### src/rtl/fdam_dsm_pkg.sv
// Shared types, codes and layout helpers for the DSM reporter.
// Pure declarations; no latency and no flow control.
// Layout helpers assume DATA_WIDTH is a multiple of QTD_WIDTH.
package fdam_dsm_pkg;

    typedef enum logic [2:0] {
        ST_IDLE,
        ST_DELAY,
        ST_SNAP,
        ST_WRITE,
        ST_WAIT
    } dsm_state_t;

    localparam logic [1:0] CONF_CFG  = 2'b01;
    localparam logic [1:0] CONF_SRST = 2'b10;

    // Status line: done_acc in the MSB, seq just below it, done flags in the LSBs.
    localparam int SEQ_W = 32;

    function automatic int dsm_slots(input int dw, input int qw);
        return dw / qw;
    endfunction

    function automatic int dsm_ceil_div(input int a, input int b);
        return (a + b - 1) / b;
    endfunction

    function automatic int dsm_lines(input int ni, input int no, input int s);
        int n;
        n = dsm_ceil_div(ni, s) + dsm_ceil_div(no, s) + 1;
        return ((n + 3) / 4) * 4;
    endfunction

    function automatic logic [31:0] dsm_tag(input int tw, input int id);
        logic [31:0] msb;
        msb = 32'd1 << (tw - 1);
        return msb | (32'(id) & (msb - 32'd1));
    endfunction

endpackage

### src/rtl/fdam_dsm_counter_bank.sv
// Array of free-running per-queue beat counters, flattened output bus.
// Latency: count visible one cycle after the strobe.
// No backpressure; counters wrap at 2^W.
module fdam_dsm_counter_bank #(
    parameter int N = 1,
    parameter int W = 32
) (
    input  logic         clk,
    input  logic         clr,
    input  logic [N-1:0] en,
    output logic [N*W-1:0] cnt
);

    for (genvar i = 0; i < N; i++) begin : g_cnt
        always_ff @(posedge clk) begin
            if (clr)
                cnt[i*W +: W] <= '0;
            else if (en[i])
                cnt[i*W +: W] <= cnt[i*W +: W] + W'(1);
        end
    end

endmodule

### src/rtl/fdam_dsm_reporter.sv
// Snapshots per-queue counters and done flags and writes them as DSM lines to the host.
// Latency: trigger -> first line ~DELAY_CYCLES+4 cycles; L lines then L responses.
// Backpressure: write_valid/write_data held until write_ready; triggers coalesce into pending.
module fdam_dsm_reporter
    import fdam_dsm_pkg::*;
#(
    parameter int ACC_ID              = 1,
    parameter int ADDR_WIDTH          = 48,
    parameter int QTD_WIDTH           = 32,
    parameter int TAG_WIDTH           = 16,
    parameter int CONF_ID_QUEUE_WIDTH = 32,
    parameter int PERIOD_WIDTH        = 24,
    parameter int DATA_WIDTH          = 512,
    parameter int NUM_INPUT_QUEUES    = 1,
    parameter int NUM_OUTPUT_QUEUES   = 1,
    parameter int DELAY_CYCLES        = 512
) (
    input  logic clk,
    input  logic rst,
    input  logic start,
    input  logic [1:0] conf_valid,
    input  logic [ADDR_WIDTH+PERIOD_WIDTH+CONF_ID_QUEUE_WIDTH-1:0] conf,
    input  logic [NUM_INPUT_QUEUES-1:0] done_rd,
    input  logic [NUM_OUTPUT_QUEUES-1:0] done_wr,
    input  logic done_acc,
    input  logic [NUM_INPUT_QUEUES-1:0] acc_req_rd_data_en,
    input  logic [NUM_OUTPUT_QUEUES-1:0] acc_req_wr_data_en,
    input  logic force_update,
    input  logic write_ready,
    output logic write_valid,
    output logic [DATA_WIDTH+ADDR_WIDTH+TAG_WIDTH-1:0] write_data,
    input  logic write_resp_valid,
    input  logic [TAG_WIDTH-1:0] write_resp_tag,
    output logic busy
);

    localparam int NI      = NUM_INPUT_QUEUES;
    localparam int NO      = NUM_OUTPUT_QUEUES;
    localparam int DW      = DATA_WIDTH;
    localparam int QW      = QTD_WIDTH;
    localparam int S       = dsm_slots(DW, QW);
    localparam int LR      = dsm_ceil_div(NI, S);
    localparam int LW      = dsm_ceil_div(NO, S);
    localparam int L       = dsm_lines(NI, NO, S);
    localparam int NT      = NI + NO + 1;
    localparam int IDX_W   = $clog2(L);
    localparam int RC_W    = $clog2(L + 1);
    localparam int DLY_W   = $clog2(DELAY_CYCLES + 1);
    localparam int SEQ_LSB = DW - 1 - SEQ_W;
    localparam int IDW     = CONF_ID_QUEUE_WIDTH;
    localparam logic [31:0] TAG32 = dsm_tag(TAG_WIDTH, ACC_ID);
    localparam logic [TAG_WIDTH-1:0] TAG = TAG32[TAG_WIDTH-1:0];

    logic id_hit, soft_rst, cfg_hit, clr;
    logic [NI*QW-1:0] cnt_rd, snap_rd;
    logic [NO*QW-1:0] cnt_wr, snap_wr;
    logic [LR*DW-1:0] rd_pad;
    logic [LW*DW-1:0] wr_pad;
    logic [NT-1:0] done_vec, done_last, done_q, snap_done;
    logic [SEQ_W-1:0] seq;
    logic pending, trig_q, conf_ready, done_rise, period_hit;
    logic [ADDR_WIDTH-1:0] addr_base, cur_base;
    logic [PERIOD_WIDTH-1:0] period, timer, timer_nxt;
    dsm_state_t state;
    logic [IDX_W-1:0] idx;
    logic [DLY_W-1:0] dly_cnt;
    logic [RC_W-1:0] resp_count;
    logic [DW-1:0] line, status;

    assign id_hit   = conf[IDW-1:0] == IDW'(ACC_ID);
    assign soft_rst = (conf_valid == CONF_SRST) && id_hit;
    assign cfg_hit  = (conf_valid == CONF_CFG) && id_hit;
    assign clr      = rst || soft_rst;

    fdam_dsm_counter_bank #(.N(NI), .W(QW)) u_cnt_rd (
        .clk (clk),
        .clr (clr),
        .en  (acc_req_rd_data_en),
        .cnt (cnt_rd)
    );

    fdam_dsm_counter_bank #(.N(NO), .W(QW)) u_cnt_wr (
        .clk (clk),
        .clr (clr),
        .en  (acc_req_wr_data_en),
        .cnt (cnt_wr)
    );

    assign done_vec = {done_acc, done_wr, done_rd};
    // Fire once per rising edge, and only for flags not already reported.
    assign done_rise  = |(done_vec & ~done_last & ~done_q);
    assign timer_nxt  = timer + PERIOD_WIDTH'(1);
    assign period_hit = (period != '0) && (timer_nxt >= period);

    always_ff @(posedge clk) begin
        if (clr) begin
            state       <= ST_IDLE;
            write_valid <= 1'b0;
            snap_rd     <= '0;
            snap_wr     <= '0;
            snap_done   <= '0;
            done_last   <= '0;
            done_q      <= '0;
            seq         <= '0;
            pending     <= 1'b0;
            trig_q      <= 1'b0;
            timer       <= '0;
            conf_ready  <= 1'b0;
            addr_base   <= '0;
            cur_base    <= '0;
            period      <= '0;
            idx         <= '0;
            dly_cnt     <= '0;
            resp_count  <= '0;
        end else begin
            if (cfg_hit) begin
                addr_base  <= conf[IDW+PERIOD_WIDTH +: ADDR_WIDTH];
                period     <= conf[IDW +: PERIOD_WIDTH];
                conf_ready <= 1'b1;
            end
            if (write_resp_valid && (write_resp_tag == TAG) && (resp_count != RC_W'(L)))
                resp_count <= resp_count + RC_W'(1);
            if (start) begin
                done_q  <= done_vec;
                trig_q  <= done_rise || period_hit || force_update;
                timer   <= (period == '0 || period_hit) ? '0 : timer_nxt;
                pending <= pending || trig_q;
                case (state)
                    ST_IDLE: if (pending && conf_ready) begin
                        pending  <= trig_q;
                        cur_base <= addr_base;
                        dly_cnt  <= '0;
                        state    <= ST_DELAY;
                    end
                    ST_DELAY: begin
                        if (dly_cnt == DLY_W'(DELAY_CYCLES - 1))
                            state <= ST_SNAP;
                        else
                            dly_cnt <= dly_cnt + DLY_W'(1);
                    end
                    ST_SNAP: begin
                        snap_rd     <= cnt_rd;
                        snap_wr     <= cnt_wr;
                        snap_done   <= done_vec;
                        done_last   <= done_vec;
                        seq         <= seq + SEQ_W'(1);
                        idx         <= '0;
                        write_valid <= 1'b1;
                        state       <= ST_WRITE;
                    end
                    ST_WAIT: if (resp_count == RC_W'(L)) begin
                        resp_count <= '0;
                        state      <= ST_IDLE;
                    end
                    default: ;
                endcase
            end
            // An offered line cannot be withdrawn, so acceptance advances even while start is low.
            if (state == ST_WRITE && write_valid && write_ready) begin
                if (idx == IDX_W'(L - 1)) begin
                    write_valid <= 1'b0;
                    state       <= ST_WAIT;
                end else begin
                    idx <= idx + IDX_W'(1);
                end
            end
        end
    end

    assign rd_pad = (LR*DW)'(snap_rd);
    assign wr_pad = (LW*DW)'(snap_wr);

    always_comb begin
        status = '0;
        status[DW-1] = snap_done[NT-1];
        status[SEQ_LSB +: SEQ_W] = seq;
        status[NI+NO-1:0] = snap_done[NI+NO-1:0];
    end

    always_comb begin
        line = '0;
        for (int k = 0; k < LR; k++)
            if (idx == IDX_W'(k)) line = rd_pad[k*DW +: DW];
        for (int k = 0; k < LW; k++)
            if (idx == IDX_W'(LR + k)) line = wr_pad[k*DW +: DW];
        if (idx == IDX_W'(L - 1)) line = status;
    end

    assign write_data = write_valid ? {line, cur_base + ADDR_WIDTH'(idx), TAG} : '0;
    assign busy       = (state != ST_IDLE);

endmodule

### config.mk
export PLATFORM = sky130hd
export DESIGN_NAME = fdam_dsm_reporter
export DESIGN_NICKNAME = d
export VERILOG_FILES = /design/src/rtl/fdam_dsm_pkg.sv /design/src/rtl/fdam_dsm_counter_bank.sv /design/src/rtl/fdam_dsm_reporter.sv
export SDC_FILE = /design/constraint.sdc
export NUM_CORES = 1
export LEC_CHECK = 0
export ABC_AREA = 0
export BUFFER_PORTS_ARGS = -buffer_cell sky130_fd_sc_hd__buf_2
export CAP_MARGIN = 20
export CORE_AREA = 3 3 273 275
export DETAILED_ROUTE_END_ITERATION = 10
export DIE_AREA = 0 0 276 278
export GPL_TIMING_DRIVEN = 0
export PLACE_DENSITY = 0.56
export SYNTH_ARGS = -nofsm -noshare
export SYNTH_HDL_FRONTEND = slang
export SYNTH_SLANG_ARGS = --single-unit
### constraint.sdc
create_clock -name clk -period 6.3 [get_ports clk]
set_input_delay 1.26 -clock clk [delete_from_list [all_inputs] [get_ports clk]]
set_output_delay 1.26 -clock clk [all_outputs]
set_load 0.05 [all_outputs]
# ---- Word level (Yosys, flattened, before mapping)
# Cells that the tools add are included.
dict set report classes {
  addsub 8
  muxes 29
  n_reduce_logical 23
  n_eq_ne 15
  n_lt_le_gt_ge 1
  n_bitwise 4
}
# op n
set op_table {}
lappend op_table {{$mux W512} 2}
lappend op_table {{$mux W576} 1}
lappend op_table {{$add A32 B1 Y32 const B} 3}
lappend op_table {{$add A48 B2 Y48} 1}
lappend op_table {{$eq A32 B1 Y1 const B} 1}
lappend op_table {{$mux W32} 1}
lappend op_table {{$mux W3} 10}
lappend op_table {{$add A24 B1 Y24 const B} 1}
lappend op_table {{$ge A24 B24 Y1} 1}
lappend op_table {{$logic_not A24 Y1} 1}
lappend op_table {{$mux W24} 1}
lappend op_table {{$reduce_bool A24 Y1} 1}
lappend op_table {{$mux W10} 2}
lappend op_table {{$pmux W10 S2} 1}
lappend op_table {{$eq A16 B16 Y1 const B} 1}
lappend op_table {{$pmux W3 S4} 1}
lappend op_table {{$add A10 B1 Y10 const B} 1}
lappend op_table {{$eq A10 B9 Y1 const B} 1}
lappend op_table {{$logic_and A1 B1 Y1} 8}
lappend op_table {{$mux W2} 4}
lappend op_table {{$and A3 B3 Y3} 2}
lappend op_table {{$eq A3 B2 Y1 const B} 2}
lappend op_table {{$eq A3 B3 Y1 const B} 2}
lappend op_table {{$mux W1} 6}
lappend op_table {{17 further kinds} 25}
dict set report totals {
  out_inout_bits 578
  word_cells 99
  register_bits 332
}

# ---- Logic depth before layout (Yosys ltp)
dict set report logic_depth {
  depth_word 7
  depth_mapped 15
}

# ---- Hierarchy
# Synthesis repeated with hierarchy kept, for this count alone.
dict set report hier_totals {
  cells_unflattened 2611
  hier_area_um2 19771.5
}
# module seq_area_each_um2 n_inst area_per_inst_um2 cells_per_inst
set modules_own_cells {}
lappend modules_own_cells {fdam_dsm_reporter 5365.1 1 16643.5 2249}
lappend modules_own_cells {fdam_dsm_counter_bank 640.6 2 1564.0 181}

# ---- Least setup slack after synthesis
# Ideal clock, no wire load.
dict set report synth_path {
  path_type {register -> output}
  start {register idx[0]}
  end {output write_data[34]}
  slack_ns 2.190
  stages_incl_launch_ff 9
  t_arrival_ns 2.850
  required_time_ns 5.040
  n_path_buf 1
  path_cell_list {dfxtp_1 -> ha_1 -> fa_1 -> and4_1 -> and3_1 -> clkbuf_1 -> nand2_1 -> or3_1 -> a21boi_0}
}
dict set report synth_between {
  elab_chain_cells 2
}
# element line
set synth_lines {}
lappend synth_lines {{start: declaration} fdam_dsm_reporter.sv:65} ;# logic [IDX_W-1:0] idx;
lappend synth_lines {{start signal: assignment} fdam_dsm_reporter.sv:164} ;# idx <= idx + IDX_W'(1);
lappend synth_lines {{$add A48 B2 Y48} fdam_dsm_reporter.sv:189} ;# assign write_data = write_valid ? {line, cur_base + ADDR_WIDTH'(idx), TAG} : '0;
lappend synth_lines {{$mux W576} fdam_dsm_reporter.sv:189}
lappend synth_lines {{end: declaration} fdam_dsm_reporter.sv:31} ;# output logic [DATA_WIDTH+ADDR_WIDTH+TAG_WIDTH-1:0] write_data,
# Every way passes these cells.

# ---- Worst setup path in the final report
dict set report layout_path {
  start {register idx[0]}
  end {output write_data[60]}
}
# Same word-level chain as after synthesis.

==> out/qor.yml <==
synth:
  synth_cells: 2564
  ys.flop_type: "dfxtp_1"
  yosysWarnings: 0
  netlist.area_leader.share_pct: 34.2
  ys_seq_area_share_pct: 34.2
  synth_edf_count: 0
  ys_ff_latch: 332
  synth_cell_type_count: 50
  async_reset_ff_share_pct: 0
  yosys-top-cells-area: "dfxtp_1, buf_4, nand2_1"
  postSynthAreaPerCell_um2: 7.58
  synth_top_area_cell: "dfxtp_1"
  syn-cell-area_um2: 19400
final_layout:
  final_area_um2: 25000
  mostFrequentLayoutCells: "nand2_1, buf_4, conb_1"
  drive_gt1_share_pct: 23.8
  regArea_um2: 6650
  area_growth_pct: 28.5
  fill_cells: 7810
  multi_input_area_um2: 10400
  final_nets: 3488
  stdcell_count: 4306
  final_common_cell: "nand2_1"
critical_path:
  worstPathMaxFanout: 10
  critPathRequiredTime_ns: 5.04
  cp-start-kind: "flop"
  cp-end-kind: "output port"
  cp.arrival_ns: 4.04
  path_class: "reg -> out"
global_route:
  grt_first_pass_wirelength_um: 93800
  grt_usage_pct: 15.4
  antenna_found_initial: 8
  grt_start_max_net_pins: 13
  grt_pass1_vias: 15676
  grt_overflow: 0
cts:
  root_buffer: "clkbuf_16"
  htreeDepth: 2
  clock-sinks: 332
  cts_buffers: 41
  post-cts-setup-buffers: 0
  cts_buffer_depth: 3
  ctsResizeCount: 0
  holdBufCountCts: 0
  clk_pin_slew_ns: 0.06
  cts_tree: "yes"
  clock_latency_ns: 0.57
floorplan:
  io_pins: 711
  core_um2: 72600
  rows: 99
  die_area_um2: 76700
  die_x_um: 276
  die_y_um: 278
  initial_core_util_pct: 26.8
routing:
  vias: 17262
  met3WireLength_um: 3590
  drc: 0
  wirelength_um: 62700
  met1_length_um: 26500
  initialDrtViolationCount: 822
  vias_per_cell: 4.01
  drt.antenna.violating_nets: 0
  dr_wl_met2_um: 31100
  drtPass1Iterations: 5
  highest_layer: "met5"
  wl_per_cell_um: 14.6
placement:
  placed_cells: 4234
  dpl_cell_area_um2: 23600
  place_congestion: 0.838
  io_buffer_count: 249
  dpl.hpwl_um: 49900
pwr:
  power.density_nw_per_um2: 218
  static-leakage-power_nw: 11.3
  vdd_ir_drop_max_v: 0.000148
sta:
  hold_violations: 0
  whs_ns: 0.448
  finalSetupTns_ns: 0
  tightestPinTransition_ns: 0.934
  finalSetupViolations: 0
  finalCriticalPeriod_ns: 5.30
  fmax_mhz: 189
  skew_ns: 0.0192
  max_slew_margin_pct: 37.7
  slew_violations: 0
  fin_crit_sh_pct: 84.1
  rsz0062_at_grt: "no"
status:
  outcome: "finished, final reports clean"
job:
  cap_violations: 0
hold_path:
  hp-class: "reg -> reg"
-- final cells by class --
cell class	instances	share of cell area [%]
flip-flops and latches	332	26.6
multi-input cells	2052	41.5
diodes	1	0.0100
clock buffers	50	4.32
well taps	959	4.80
clock inverters	21	1.01
repair buffers	251	5.07
plain buffers	593	15.9
inverters	47	0.706
-- cells by family after synthesis --
kind of cell / Yosys count / share of synthesized area, %
buffers and inverters: 640 / 21.4
AOI/OAI and AO/OA: 308 / 8.36
other: 1 / 0.0193
and+or+nand+nor: 1081 / 26.2
adders and majority gates: 37 / 2.42
muxes: 7 / 0.360
DFF: 332 / 34.2
xor gates and xnor gates: 158 / 7.12
-- metrics by stage --
stage / power, mW / setup WS, ns / util (%)
finish: 5.45 / 1.00 / 34.4
global route: 5.66 / 0.786 / 34.4
CTS: 5.52 / 0.939 / 34.4
detailed placement: 3.11 / 1.59 / 32.6
global placement: 3.11 / 1.64 / 32.5
floorplan: 3.02 / 2.19 / -
-- registers in the layout (all words and copies together), names as in the netlist --
signal        cells
addr_base        48
cur_base         48
seq              32
snap_rd          32
snap_wr          32
u_cnt_rd.cnt     32
u_cnt_wr.cnt     32
period           24
timer            24
dly_cnt          10
done_q            3
resp_count        3
snap_done         3
state             3
idx               2
conf_ready        1
pending           1
trig_q            1
write_valid       1
-- synth_stat cells, types with 4 or more instances --
library cell and n:
a21boi_0 5, a21o_1 4, a21oi_1 254, a31oi_1 12
and2_1 45, and3_1 63, and4_1 24, buf_1 7
buf_2 4, buf_4 466, clkbuf_1 116, dfxtp_1 332
ha_1 36, inv_1 47, mux2i_1 7, nand2_1 471
nand2b_1 26, nand3_1 78, nand4_1 76, nand4b_1 4
nor2_1 210, nor2b_1 13, nor3_1 17, nor3b_1 8
nor4_1 20, o21ai_0 19, or3_1 15, xnor2_1 85
xor2_1 73
-- path summary, 6_finish.rpt --
path,start,to,slack (ns),cells past startpoint
max,idx[0],write_data[60],1.00,11
max reg2reg,timer[0],timer[12],2.18,15
min reg2reg,addr_base[12],cur_base[12],0.45,2
min,addr_base[12],cur_base[12],0.45,2
-- worst max-delay path, stage by stage, from the launching register on --
cell and delay, ns:
dfxtp_1 0.46, ha_1 0.25, fa_1 0.25, and4_1 0.31
and3_1 0.18, clkbuf_1 0.33, nor4b_2 0.55, buf_4 0.29
nand3_1 0.10, xnor2_1 0.18, and2_1 0.23, buf_2 0.32
-- power by group --
part	total [mW]	internal, mW	leakage, nW	switching [mW]
Clock	2.37	1.39	0.652	0.980
Sequential	2.11	2.10	2.67	0.00667
Combinational	0.965	0.244	7.96	0.722
Total	5.45	3.74	11.3	1.71
-- layer usage --
layer  vias to the layer above  GRT usage [%]
met4                         8           3.97
met3                        90           3.15
met2                       456           27.2
li1                       9039              -
met1                      7669           19.0
met5                         -              0
Note: power is estimated with default switching activity, not from simulation.
